**config.mk**
```make
export PLATFORM = sky130hd
export DESIGN_NAME = mult_seq
export DESIGN_NICKNAME = d
export VERILOG_FILES = /design/src/rtl/mult_seq.sv
export SDC_FILE = /design/constraint.sdc
export NUM_CORES = 1
export LEC_CHECK = 0
export BUFFER_PORTS_ARGS = -buffer_cell sky130_fd_sc_hd__buf_2
export CORE_UTILIZATION = 45
export CTS_BUF_LIST = sky130_fd_sc_hd__clkbuf_16
export CTS_CLUSTER_SIZE = 12
export DETAILED_ROUTE_END_ITERATION = 6
export GPL_ROUTABILITY_DRIVEN = 1
export HOLD_SLACK_MARGIN = 0.02
export MAX_ROUTING_LAYER = met4
export PLACE_DENSITY = 0.66
export SYNTH_ARGS = -nofsm -noshare
export SYNTH_HDL_FRONTEND = slang
export SYNTH_SLANG_ARGS = --single-unit
```
**constraint.sdc**
```tcl
create_clock -name clk -period 3.6 [get_ports clk]
set_input_delay 0.54 -clock clk [delete_from_list [all_inputs] [get_ports clk]]
set_output_delay 0.54 -clock clk [all_outputs]
set_load 0.01 [all_outputs]
```
**src/rtl/mult_seq.sv**
```systemverilog
// Sequential radix-2 shift-add unsigned multiplier.
// A rising edge on start launches a fixed WIDTH-cycle multiply; product holds until the next result.
module mult_seq #(
    parameter int WIDTH = 32
) (
    input  logic                 clk,
    input  logic                 rst_n,
    input  logic                 start,
    input  logic [WIDTH-1:0]     a,
    input  logic [WIDTH-1:0]     b,
    output logic [2*WIDTH-1:0]   product,
    output logic                 busy,
    output logic                 done
);

    localparam int CW = (WIDTH > 1) ? $clog2(WIDTH) : 1;
    localparam logic [CW-1:0] CNT_LAST = CW'(WIDTH - 1);

    typedef enum logic [1:0] {
        ST_IDLE = 2'd0,
        ST_RUN  = 2'd1,
        ST_DONE = 2'd2
    } state_t;

    state_t               state_q, state_d;
    logic                 start_d_q;
    logic [CW-1:0]        cnt_q, cnt_d;
    logic [WIDTH-1:0]     m_q, m_d;
    logic [2*WIDTH-1:0]   p_q, p_d;
    logic [2*WIDTH-1:0]   product_q, product_d;
    logic                 busy_q, done_q;
    logic                 launch_s;
    logic [WIDTH:0]       sum_s;
    logic [2*WIDTH-1:0]   p_shift_s;

    assign launch_s  = start & ~start_d_q;
    // Carry out of the high-half add is kept so the top product bit survives the shift.
    assign sum_s     = {1'b0, p_q[2*WIDTH-1:WIDTH]} + (p_q[0] ? {1'b0, m_q} : {(WIDTH+1){1'b0}});
    assign p_shift_s = {sum_s, p_q[WIDTH-1:1]};

    // Next-state and datapath update.
    always_comb begin
        state_d   = state_q;
        cnt_d     = cnt_q;
        m_d       = m_q;
        p_d       = p_q;
        product_d = product_q;
        case (state_q)
            ST_IDLE, ST_DONE: begin
                if (launch_s) begin
                    m_d     = a;
                    p_d     = {{WIDTH{1'b0}}, b};
                    cnt_d   = {CW{1'b0}};
                    state_d = ST_RUN;
                end else begin
                    state_d = ST_IDLE;
                end
            end
            ST_RUN: begin
                p_d   = p_shift_s;
                cnt_d = cnt_q + CW'(1);
                if (cnt_q == CNT_LAST) begin
                    product_d = p_shift_s;
                    state_d   = ST_DONE;
                end else begin
                    state_d   = ST_RUN;
                end
            end
            default: begin
                state_d = ST_IDLE;
            end
        endcase
    end

    // State, datapath and output registers.
    always_ff @(posedge clk or negedge rst_n) begin
        if (!rst_n) begin
            state_q   <= ST_IDLE;
            start_d_q <= 1'b0;
            cnt_q     <= {CW{1'b0}};
            m_q       <= {WIDTH{1'b0}};
            p_q       <= {(2*WIDTH){1'b0}};
            product_q <= {(2*WIDTH){1'b0}};
            busy_q    <= 1'b0;
            done_q    <= 1'b0;
        end else begin
            state_q   <= state_d;
            start_d_q <= start;
            cnt_q     <= cnt_d;
            m_q       <= m_d;
            p_q       <= p_d;
            product_q <= product_d;
            busy_q    <= (state_d == ST_RUN);
            done_q    <= (state_d == ST_DONE);
        end
    end

    assign product = product_q;
    assign busy    = busy_q;
    assign done    = done_q;

endmodule

```
==> run metrics, run 1 <==
Clock Skews 0.0104 ns; Die Y 138 um; top post-synthesis cells by count 261 x nand2_1, 170 x dfrtp_1, 91 x nor2_1, 83 x o21ai_0, 35 x nand3_1; number of global-route vias before repair 6712; ANT nets after route 0; NetSw 4.30 mW; multiplexer share of the synthesized area 0.00120; crit path launch p_q[0]; nature of the critical path startpoint flop; Netlist Area Pre-Place 8340 um^2; Arrival @ worst endpoint 3.16 ns; worst r2r src p_q[0]; row cnt 49; dominant synthesized flop cell dfrtp_1; Port-buffer cells 132; die area 19100 um^2; EDFF count, synth 0; FF+latch count, synth 170; CORE AREA 18100 um^2; worst skew pair latency 0.43 ns; post-CTS sizing 0; setup TNS 0 ns; initial drt markers 388; WL per Instance 15.3 um; worst slew pin tran 0.777 ns; count of distinct cell types in the synthesized netlist 50; GP Congestion 0.954; Switching Share 0.427; DRC Markers 12; initial core utilization 0.461; failing checks design-rule violations; Final min period 2.88 ns; Synth Net Count 1054; CTS Sinks 170; top-count cell post-synth nand2_1; Int Pwr 5.77 mW; largest family of logic cells by synthesized area simple AND/OR/NAND/NOR gates; leakage 4.81 nW; endpoints failing setup 0; crit share post-route 0.801; simple-gate portion of the synthesized area 0.229; Synth Instances 952; RSZ-0062 raised after global routing no; TritonCTS Buffers 17; outcome complete, but fails checks; Max Cap Viol 0; Post-synth ARST share 1.00; first-pass GRT wire length 33400 um; Max Buffers Root-to-Sink 2; All-Layer GR Usage 0.226; via count 6903; Peak Freq 0.347 GHz; final core occ 0.543; critical path class flop to flop; GRT overflow 0; Detailed Routing Iterations Pass 1 7; Max Slew Vio Count 0; Syn Area/Cell 8.76 um^2; vias per cell 5.30; CTS tree done; DP HPWL 13800 um; top cell type's share of synthesized area 0.510; share of post-route cells with drive strength above 1 0.179; Hold Buf Count CTS 0; post-synthesis sequential area ratio 0.510; Yosys top cell by area dfrtp_1; clock slew at reported path FFs 0.07 ns; Worst VDD drop 0.000422 V; Seq pwr share 0.328; Area Overhead vs Synth 17.8%; H-tree depth 4; CP required 3.88 ns; Max-Slew Margin vs Limit 0.482; Clock Power Share 0.190; xor/xnor share of the synthesized area 0.0315; WL final 20000 um; Synth area leaders dfrtp_1 51%, nand2_1 12%, ha_1 5.1%; Die Width 138 um; Final nets 1163; Synth Area in Adders 0.0534; I/O pin count 133; postcts setup bufs 0; Pwr Density 1020 nW/um^2; worst-path maximum fanout 3; CP endpoint kind flop; HP Class primary input to asynchronous set/reset pin; Synth Area in Compound Gates 0.143; initial antenna violation count 1; Yosys warnings 0; final-report hold violation count 0; root buffer cell clkbuf_16; Logic pwr share 0.482; largest net degree at the start of global routing 85
==> state kept, by name, summed over array words and instances, names as in the netlist <==
register   flops
m_q           32
p_q           64
cnt_q          5
start_d_q      1
busy           1
done           1
state_q        2
product       64
==> power by group through the flow <==
stage	registers [mW]	logic [mW]	clock network (mW)
after global routing	3.40	5.47	2.04
after detailed placement	3.32	4.86	0
final	3.31	4.85	1.91
after global placement	3.32	4.76	0
after CTS	3.31	4.87	1.96
after floorplan	3.32	3.45	0
==> through the flow <==
step	power, mW	cells	worst slack (ns)	area (um^2)	hold WS [ns]
final	10.1	1303	0.718	9820	0.177
after CTS	10.1	1302	0.703	9820	0.198
after floorplan	6.77	952	0.974	8340	0.244
after detailed placement	8.18	1271	0.746	9210	0.455
after global routing	10.9	1303	0.480	9820	0.227
after global placement	8.07	1271	0.851	9210	0.453
==> critical path, stage by stage (launching register included) <==
cell	delay (ns)
dfrtp_1	0.37
and2_1	0.14
ha_1	0.18
inv_1	0.06
fa_1	0.40
and2b_1	0.24
o2111ai_2	0.15
a21oi_2	0.18
nor2_2	0.09
o41ai_4	0.46
a41oi_2	0.17
xor2_1	0.21
o21ai_1	0.08
==> cells by family after synthesis <==
family                     Yosys count
adders and majority gates           35
DFF                                170
buffers and inverters               68
xor gates and xnor gates            30
muxes                                1
AOI/OAI and AO/OA                  196
and+or+nand+nor                    452
==> cells in the final DEF, fill, tap and decap left out, types with 13 or more instances in the layout <==
master / synthesis / routed
a21oi_1: 34 / 34
and2_1: 34 / 34
buf_2: 7 / 131
clkbuf_16: 0 / 17
dfrtp_1: 170 / 170
ha_1: 34 / 34
inv_1: 13 / 13
nand2_1: 261 / 260
nand3_1: 35 / 35
nor2_1: 91 / 91
o21ai_0: 83 / 83
o22ai_1: 32 / 32
xnor2_1: 17 / 17
xor2_1: 13 / 13
==> path summary, 6_finish.rpt <==
| path | to | slack (ns) | cells after the start |
|---|---|---|---|
| max reg2reg | product[61] | 0.72 | 12 |
| min in group clk | start_d_q | 0.25 | 1 |
| min reg2reg | m_q[29] | 0.47 | 2 |
| min | product[38] | 0.18 | 1 |
| max | product[61] | 0.72 | 12 |
| max in group asynchronous | m_q[19] | 2.58 | 2 |
==> area by class of cell <==
type                    count  area, um^2
well taps                 229         287
repair buffers            144         782
clock buffers              17         425
clock inverters            14         184
diodes                      1        2.50
inverters                  14        52.6
flip-flops and latches    170        4250
fillers                  1714        8260
multi-input cells         714        3840
==> metal layers <==
| layer | vias up | track usage | routed length [um] |
|---|---|---|---|
| li1 | 3418 | - | - |
| met2 | 166 | 0.358 | 9590 |
| met3 | 22 | 0.0485 | 863 |
| met5 | - | - | 0 |
| met4 | 0 | 0.0668 | 284 |
| met1 | 3297 | 0.291 | 9260 |
Note: power is estimated with default switching activity, not from simulation.
==> inputs of run 2 (changes only) <==
- ABC_AREA: not set -> 1
- PLACE_DENSITY: 0.66 -> 0.65
- clock period: 3.6 -> 2.8 ns (I/O delays scaled with it)
==> run 2 against run 1 <==
Net effect:
- the flow now finishes without violations
- first-iteration DRC count grew 4.6%
- critical endpoint is now product[59]
- synthesized cell count grew 22%
- critical path type unchanged
- die area grew 8.9%
==> run metrics, run 2 <==
GP Congestion 0.938; nature of the critical path startpoint flop; postcts setup bufs 0; Pwr Density 1340 nW/um^2; Clock Skews 0.0135 ns; finished layout cell area 10700 um^2; post-CTS sizing 0; Yosys warnings 0; largest net degree at the start of global routing 109; All-Layer GR Usage 0.239; Ant. Diodes 0; GRT overflow 0; M1 WL 10700 um; top-count cell post-synth nand2_1; Fill cells 1969; HP Class primary input to flop; post-synthesis sequential area ratio 0.468; worst slew pin tran 0.895 ns; clock slew at reported path FFs 0.07 ns; Hold Slack 0.117 ns; endpoints failing setup 0; Max Slew Vio Count 0; Sequential cell area 4250 um^2; setup TNS 0 ns; I/O pin count 133; FF+latch count, synth 170; Post-synth ARST share 1.00; top post-synthesis cells by count 393 x nand2_1, 181 x inv_1, 170 x dfrtp_1, 59 x nand3_1, 51 x a21oi_1; CP required 3.12 ns; via count 7671; CTS Sinks 170; max layer used met4; Synth Net Count 1263; Arrival @ worst endpoint 2.65 ns; CORE AREA 19700 um^2; DRC Markers 0; RSZ-0062 raised after global routing no; worst-path maximum fanout 15; CP endpoint kind flop; Peak Freq 0.429 GHz; Final nets 1389; initial core utilization 0.463; share of post-route cells with drive strength above 1 0.183; dominant synthesized flop cell dfrtp_1; CTS tree done; Max Cap Viol 0; top cell type's share of synthesized area 0.468; Detailed Routing Iterations Pass 1 6; commonest non-fill, non-tap cell in the layout nand2_1; Synth Instances 1161; ANT nets after route 0; Max Buffers Root-to-Sink 2; H-tree depth 4; Syn Area/Cell 7.83 um^2; Yosys top cell by area dfrtp_1; DP HPWL 16300 um; area of the multi-input gates 3970 um^2; Synth area leaders dfrtp_1 47%, nand2_1 16%, inv_1 7.5%; WL final 22800 um; commonest non-fill, non-tap cells in the layout 393 x nand2_1, 181 x inv_1, 170 x dfrtp_1, 131 x buf_2, 59 x nand3_1; critical path class flop to flop; EDFF count, synth 0; Worst VDD drop 0.000595 V; die area 20800 um^2; final-report hold violation count 0; count of distinct cell types in the synthesized netlist 35; crit share post-route 0.832; Netlist Area Pre-Place 9090 um^2; row cnt 51; vias per cell 4.90; root buffer cell clkbuf_16; leakage 6.04 nW; TritonCTS Buffers 17; worst skew pair latency 0.44 ns; Final min period 2.33 ns; Die Width 144 um; total power draw 14.3 mW; Max-Slew Margin vs Limit 0.402; first-pass GRT wire length 37000 um; final core occ 0.543; initial antenna violation count 0; placed cell areas 10000 um^2; Area Overhead vs Synth 17.4%; Port-buffer cells 132; Die Y 144 um; routed wl met2 10700 um; outcome complete, no violations; Met3 Wirelength 1080 um; number of global-route vias before repair 7317; WL per Instance 14.6 um; initial drt markers 406
-- run 2: changes by cell type after synthesis, sizes merged, moves of 6 or more --
cell / delta
nand2: +144
nand3: +29
o21ai: -34
inv: +172
xor2: -9
nand4: -8
clkbuf: -12
a21oi: +16
xnor2: -7
mux2: +32
nand3b: +6
and2: -34
nor2: -40
-- run 2: critical path, cell delays in order (launching register included) --
cell and delay [ns]:
dfrtp_1 0.37, buf_4 0.22, nand2_1 0.12, fa_1 0.46
inv_1 0.12, nand3_1 0.07, nand3_1 0.14, nand3_1 0.09
nand3_1 0.18, nand2_1 0.14, nand2_1 0.09, nand2_1 0.06
nand3_1 0.07, nand2_1 0.07
-- run 2: cells by family after synthesis --
family / count (synthesis) / synth area share
compound gates: 150 / 0.0896
buf+inv: 223 / 0.0961
flops: 170 / 0.468
xor+xnor: 14 / 0.0135
fa+ha+maj: 35 / 0.0490
simple gates: 537 / 0.244
mux: 32 / 0.0396
-- run 2: per-stage QoR --
stage	cells	setup WS (ns)
CTS	1565	0.467
detailed placement	1532	0.502
global placement	1532	0.530
finish	1565	0.471
global route	1565	0.276
floorplan	1161	0.471
-- run 2: what timing repair did --
| action | 4_1_cts | 5_1_grt |
|---|---|---|
| hold buffers | 1 | 0 |
| hold endpoints to repair | 54 | 0 |
| setup endpoints to repair | 0 | 0 |
-- run 2: cell type report --
class | instances | share of cell area
sequential | 170 | 0.399
multi-input combinational | 768 | 0.372
timing repair buffer | 145 | 0.0754
inverter | 185 | 0.0651
clock buffer | 17 | 0.0399
tap | 265 | 0.0311
clock inverter | 15 | 0.0181
-- run 2: power by group --
part / switching [mW] / internal [mW] / total, mW / leakage [nW]
clock network: 1.19 / 1.22 / 2.41 / 0.295
registers: 0.611 / 3.54 / 4.16 / 1.97
logic: 4.90 / 2.82 / 7.72 / 3.78
-- run 2: metal layers --
layer,GRT usage,vias to the layer above
li1,-,3892
met1,0.316,3589
met2,0.385,175
met3,0.0391,15
met4,0.0587,0
met5,-,-
-- run 2: worst paths after layout --
kind                          endpoint  slack (ns)   startpoint  cells past startpoint
max                        product[59]        0.47       p_q[0]                     13
min                          start_d_q        0.12        start                      1
max reg2reg                product[59]        0.47       p_q[0]                     13
min reg2reg                product[53]        0.47  product[53]                      2
max in group asynchronous      p_q[13]        1.42        rst_n                      3
min in group asynchronous      p_q[29]        0.52        rst_n                      2
==> inputs of run 3 (changes only) <==
- PLACE_DENSITY: 0.65 -> 0.68
- clock period: 2.8 -> 2.07 ns (I/O delays scaled with it)
==> run 3 against run 2 <==
Net effect:
- the flow now finishes with violations (negative setup slack)
- total power rose by 86%
- sequential share of layout area down 6.5 points
- hold slack got worse by 0.028 ns
- maximum frequency down 1.9%
- sequential cell count stayed put
- die area did not move
- critical path type unchanged
- largest power group unchanged
==> run metrics, run 3 (synthesis gave the netlist of run 2 again) <==
ANT nets after route 0; initial antenna violation count 0; Max-Slew Margin vs Limit 0.476; worst skew pair latency 0.45 ns; Met3 Wirelength 1780 um; Arrival @ worst endpoint 2.75 ns; Clock Skews 0.0164 ns; number of global-route vias before repair 8103; failing checks negative setup slack; Die Width 144 um; WL final 27700 um; WL per Instance 16.9 um; CORE AREA 19700 um^2; placed cell areas 10600 um^2; GRT overflow 0; DP Cell Count 1599; critical path class flop to flop; Ant. Diodes 0; row cnt 51; initial drt markers 692; Peak Freq 0.421 GHz; largest net degree at the start of global routing 67; Hold Slack 0.0888 ns; Max Buffers Root-to-Sink 2; commonest non-fill, non-tap cell in the layout nand2_1; routed wl met2 13200 um; vias per cell 5.23; H-tree depth 4; I/O pin count 133; Max Cap Viol 0; Port-buffer cells 132; endpoints failing setup 53; total power draw 26.5 mW; DRC Markers 0; nature of the critical path startpoint flop; CP endpoint kind flop; RSZ-0062 raised after global routing yes; CTS Sinks 170; Worst VDD drop 0.000920 V; HP Class primary input to flop; worst slew pin tran 0.785 ns; final worst setup slack -0.304 ns; finished layout cell area 12800 um^2; initial core utilization 0.463; die area 20800 um^2; CP required 2.44 ns; root buffer cell clkbuf_16; outcome complete, but fails checks; Final Instance Count excl. Fillers 1646; Die Y 144 um; GP Congestion 0.933; Max Slew Vio Count 0; final-report hold violation count 0; worst-path maximum fanout 7; max layer used met4; share of post-route cells with drive strength above 1 0.442; commonest non-fill, non-tap cells in the layout 262 x nand2_1, 169 x dfrtp_1, 136 x inv_1, 131 x buf_2, 104 x nand2_2; crit share post-route 1.15; TritonCTS Buffers 17; Pwr Density 2080 nW/um^2; leakage 6.81 nW; Area Overhead vs Synth 40.5%; Final nets 1470; M1 WL 11700 um; pre-CTS setup slack -0.180 ns; Final min period 2.37 ns; All-Layer GR Usage 0.264; via count 8612; DP HPWL 17300 um; first-pass GRT wire length 40800 um; CTS tree done; Detailed Routing Iterations Pass 1 7; clock slew at reported path FFs 0.08 ns
## run 3: metrics by stage
step	util	setup TNS, ns
final	0.650	-6.69
after global routing	0.650	-11.12
after CTS	0.607	-2.03
after detailed placement	0.539	-4.03
after global placement	0.539	-2.82
after floorplan	-	0
## run 3: layout make-up
type,instances,area [um^2]
Tap cell,265,332
Sequential cell,170,4260
Clock inverter,15,158
Clock buffer,17,425
Inverter,185,699
Fill cell,1617,6880
Timing Repair Buffer,226,1540
Multi-Input combinational cell,768,5370
## run 3: metal layers
metal | up-vias | global-route usage
met3 | 87 | 0.0487
met2 | 339 | 0.420
met4 | 0 | 0.0931
met1 | 4128 | 0.339
li1 | 4058 | -
met5 | - | -
## run 3: final timing paths
kind	cells past startpoint	slack (ns)	start	to
worst max-delay path	13	-0.30	p_q[0]	p_q[47]
worst min-delay path	2	0.09	a[4]	m_q[4]
worst max register to register	13	-0.30	p_q[0]	p_q[47]
worst min register to register	2	0.47	product[53]	product[53]
max in group asynchronous	3	1.07	rst_n	product[7]
min in group asynchronous	2	0.31	rst_n	product[18]
## run 3: repair_timing
item,in CTS,in global routing
cloned,1,2
hold buffers,2,0
pin swaps,31,96
endpoints found under the hold margin,28,0
gates resized for setup,137,239
setup buffers,6,6
endpoints found under the setup margin,50,58
## run 3: critical path, stage by stage (launching register included)
cell and delay (ns):
dfrtp_2 0.53, clkbuf_16 0.22, nand2_2 0.06, inv_2 0.04, ha_4 0.31, nand2_4 0.10, nor2_2 0.24, nand2_4 0.08
nand2_4 0.10, nand2_4 0.07, buf_6 0.11, nand3b_1 0.17, nand3_1 0.13, nand2_1 0.11
## run 3: report_power, final
group / leakage [nW] / internal, mW / switching [mW]
clock: 0.282 / 1.60 / 1.55
combinational: 4.56 / 7.64 / 9.88
sequential: 1.97 / 4.80 / 1.05
